===== src/rtl/param_right_barrel_shifter_pkg.sv =====
//------------------------------------------------------------------------------
// Module  : param_right_barrel_shifter_pkg
// Brief   : Shared helpers for the logarithmic right-rotate datapath.
// Revision: 1.0
//------------------------------------------------------------------------------
`default_nettype none

package param_right_barrel_shifter_pkg;

    localparam int c_MAX_N = 6;

    // Rotate distance handled by stage k of the log-shifter chain.
    function automatic int stage_dist(input int k);
        return 1 << k;
    endfunction

endpackage

`default_nettype wire


===== src/rtl/param_right_barrel_shifter_rotr_stage.sv =====
//------------------------------------------------------------------------------
// Module  : rotr_stage
// Brief   : One mux level: rotate right by fixed distance D, or pass through.
// Revision: 1.0
//------------------------------------------------------------------------------
`default_nettype none

module rotr_stage #(
    parameter int W = 4,
    parameter int D = 1
) (
    input  logic [W-1:0] din,
    input  logic         sel,
    output logic [W-1:0] dout
);

    logic [2*W-1:0] w_dbl;
    logic [W-1:0]   w_rot;

    // Bit i of the rotated word is din[(i+D) mod W], i.e. bit i+D of {din,din}.
    assign w_dbl = {din, din};
    assign w_rot = w_dbl[D +: W];
    assign dout  = sel ? w_rot : din;

endmodule

`default_nettype wire


===== src/rtl/param_right_barrel_shifter.sv =====
//------------------------------------------------------------------------------
// Module  : param_right_barrel_shifter
// Brief   : Registered 2^N-bit rotate-right by a run-time amount (N mux levels).
// Revision: 1.0
//------------------------------------------------------------------------------
`default_nettype none

module param_right_barrel_shifter
    import param_right_barrel_shifter_pkg::*;
#(
    parameter int N = 2
) (
    input  logic           clk,
    input  logic           reset,
    input  logic [2**N-1:0] a,
    input  logic [N-1:0]   amt,
    output logic [2**N-1:0] y
);

    localparam int c_W = 2**N;

    logic [N:0][c_W-1:0] w_stage;
    logic [c_W-1:0]      r_y;

    assign w_stage[0] = a;

    generate
        for (genvar k = 0; k < N; k++) begin : g_stage
            rotr_stage #(
                .W (c_W),
                .D (stage_dist(k))
            ) u_rotr_stage (
                .din  (w_stage[k]),
                .sel  (amt[k]),
                .dout (w_stage[k+1])
            );
        end
    endgenerate

    always_ff @(posedge clk) begin
        if (reset) begin
            r_y <= '0;
        end else begin
            r_y <= w_stage[N];
        end
    end

    assign y = r_y;

endmodule

`default_nettype wire


===== config.mk =====
export PLATFORM = sky130hd
export DESIGN_NAME = param_right_barrel_shifter
export DESIGN_NICKNAME = d
export VERILOG_FILES = /design/src/rtl/param_right_barrel_shifter_pkg.sv /design/src/rtl/param_right_barrel_shifter_rotr_stage.sv /design/src/rtl/param_right_barrel_shifter.sv
export SDC_FILE = /design/constraint.sdc
export NUM_CORES = 1
export LEC_CHECK = 0
export BUFFER_PORTS_ARGS = -buffer_cell sky130_fd_sc_hd__buf_2
export CORE_AREA = 2 2 39 41
export CTS_BUF_LIST = sky130_fd_sc_hd__clkbuf_16
export DETAILED_ROUTE_END_ITERATION = 6
export DIE_AREA = 0 0 41 43
export GPL_TIMING_DRIVEN = 1
export MAX_ROUTING_LAYER = met4
export PLACE_DENSITY_LB_ADDON = 0.25
export SYNTH_ARGS = -nofsm -noshare
export SYNTH_HDL_FRONTEND = slang
export SYNTH_HIERARCHICAL = 1
export SYNTH_SLANG_ARGS = --single-unit

===== constraint.sdc =====
create_clock -name clk -period 1.15 [get_ports clk]
set_clock_uncertainty 0.1 [all_clocks]
set_input_delay 0.23 -clock clk [delete_from_list [all_inputs] [get_ports clk]]
set_output_delay 0.23 -clock clk [all_outputs]
set_load 0.05 [all_outputs]

==> out/results.ini <==
[status]
status = finished clean

[pwr]
power.static_leakage_nw = 0.157
combPwrFrac_pct = 13.4
switching_share_pct = 19.5
power_frac_clock_pct = 67.3
peakVddDrop_uv = 389
total_power_w = 0.000794
power_density_mw_per_mm2 = 2300
p_switching_w = 0.000155
p_int_w = 0.000639
pwr-share-seq_pct = 19.3

[global_routing]
overflow = 0
grtUsageTotal_pct = 5.65
grt_pass1_wl_um = 524
antenna_found_initial = 0
grt_max_degree = 5
first_global_vias = 169

[place]
gp_congestion = 0.489
pre_cts_ws_ns = -0.153
portBuffers = 11

[timing]
tightest_slew_ns = 0.250
setup_viol = 0
hold_violations = 0
setup_ws_ns = 0.0559
max-slew-margin-rel_pct = 83.5
finalCriticalPeriod_ns = 1.09
period_share_pct = 95.1
slew_viol_final = 0
fmax_mhz = 914
rsz0062_at_grt = false

[cells_and_area]
largest_reg_flops = 4
syn_to_final_growth_pct = 76.9
final_nets = 40
antenna-diode-count = 0
drive_above_1_share_pct = 73.3

[clock_network]
cts-root-buf = clkbuf_16
cts-resized-gates = 0
post_cts_buffers = 0
cts_buffer_depth = 2
cts_tree = yes
cts.clk_slew.worst_paths_ns = 0.03
hold_buffers = 0
cts.sinks = 4
h-tree-depth = 1
numCtsBuffers = 3

[routing]
totalWireLength_um = 407
drtIter0Drc = 2
routedWlPerCell_um = 8.85
detail_route.first_pass.iterations = 2
drc = 0
via_per_inst = 3.63
via_count = 167
ant_nets = 0

[logic_synthesis]
synth_cell_types = 3
synthMuxAreaShare_pct = 46.2
synth_fa_ha_area_share_pct = 0
ys_warn_count = 6
synth-compound-area-share_pct = 0
synth.ff_latch_count = 4
yosysTopAreaCell = mux2_2
syn-num-nets = 24
synth_area_leaders = mux2_2 46%, dfxtp_1 41%, nor2b_1 13%
syn_inst = 16
synth.cell_area_um2 = 195
yosys.area_share.simple_pct = 12.8
synth-xor-area-share_pct = 0
synth.top_cell.area_share_pct = 46.2
synth.avg_cell_area_um2 = 12.2
synth_top_family_by_area = multiplexers
ys_seq_area_share_pct = 41.0

[worst_setup_path]
cp-start-kind = flop
crit_path_end_kind = output pin
arrival_ns = 0.76
crit_path_max_fanout = 1
crit_slowest_cell = dfxtp_1
path_cells = buf_2
slowest_delay_ns = 0.29
worstSetupPathType = reg2out
required_ns = 0.82
worst-path-buf-inv = 1
cp_top_family = flip-flops

[hold_path]
worstHoldPathType = in2reg

[floorplanning]
io_pins = 12
core_mm2 = 0.00138
dieWidth_um = 41
die_area_mm2 = 0.00176
start_util_pct = 14.1
rows = 14
die_h_um = 43

[flow_run]
drv_cap = 0

## logic make-up after synthesis
family	after synthesis
DFF	4
muxes	8
and+or+nand+nor	4
## placed cells by master (no fill, tap or decap)
| master | synthesis | layout |
|---|---|---|
| nor2b_1 | 4 | 4 |
| buf_2 | 0 | 11 |
| mux2_2 | 8 | 8 |
| clkbuf_16 | 0 | 3 |
| dfxtp_1 | 4 | 4 |
## metrics by stage
step | area [um2] | TNS (ns) | util, % | hold slack (ns) | cells
3_5_place_dp | 270 | -0.600 | 19.5 | 0.341 | 43
6_report | 345 | 0 | 25.0 | 0.108 | 46
3_3_place_gp | 270 | -0.562 | 19.5 | 0.336 | 43
4_1_cts | 345 | 0 | 25.0 | 0.110 | 46
2_1_floorplan | 195 | 0 | - | 0.202 | 16
5_1_grt | 345 | 0 | 25.0 | 0.125 | 46
## power by group through the flow
stage / Combinational (W) / Clock, W / Sequential, W
3_5_place_dp: 0.000108 / 0 / 0.000155
3_3_place_gp: 0.000107 / 0 / 0.000154
6_report: 0.000107 / 0.000534 / 0.000153
5_1_grt: 0.000114 / 0.000551 / 0.000154
2_1_floorplan: 0.0000350 / 0 / 0.000195
4_1_cts: 0.000108 / 0.000539 / 0.000153
## cell type report
class | count | area (um2)
tap | 16 | 20.0
fill | 155 | 1040
timing repair buffer | 11 | 55.1
multi-input combinational | 12 | 115
clock buffer | 3 | 75.1
sequential | 4 | 80.1
## final timing paths
path	start	end	slack, ns	depth (start not counted)
worst max-delay path	y[3]	y[3]	0.06	1
worst min-delay path	reset	y[0]	0.11	2
## layer usage
layer	vias up	GRT usage (%)	share of wire (%)
met3	0	1.57	5.9
met4	0	10.0	0
met2	4	10.6	68
li1	85	-	-
met1	78	0.962	26
met5	-	-	0
## Yosys cell counts, drive strengths merged
cell and n:
mux2 8, dfxtp 4, nor2b 4
(Power assumes the default switching activity.)
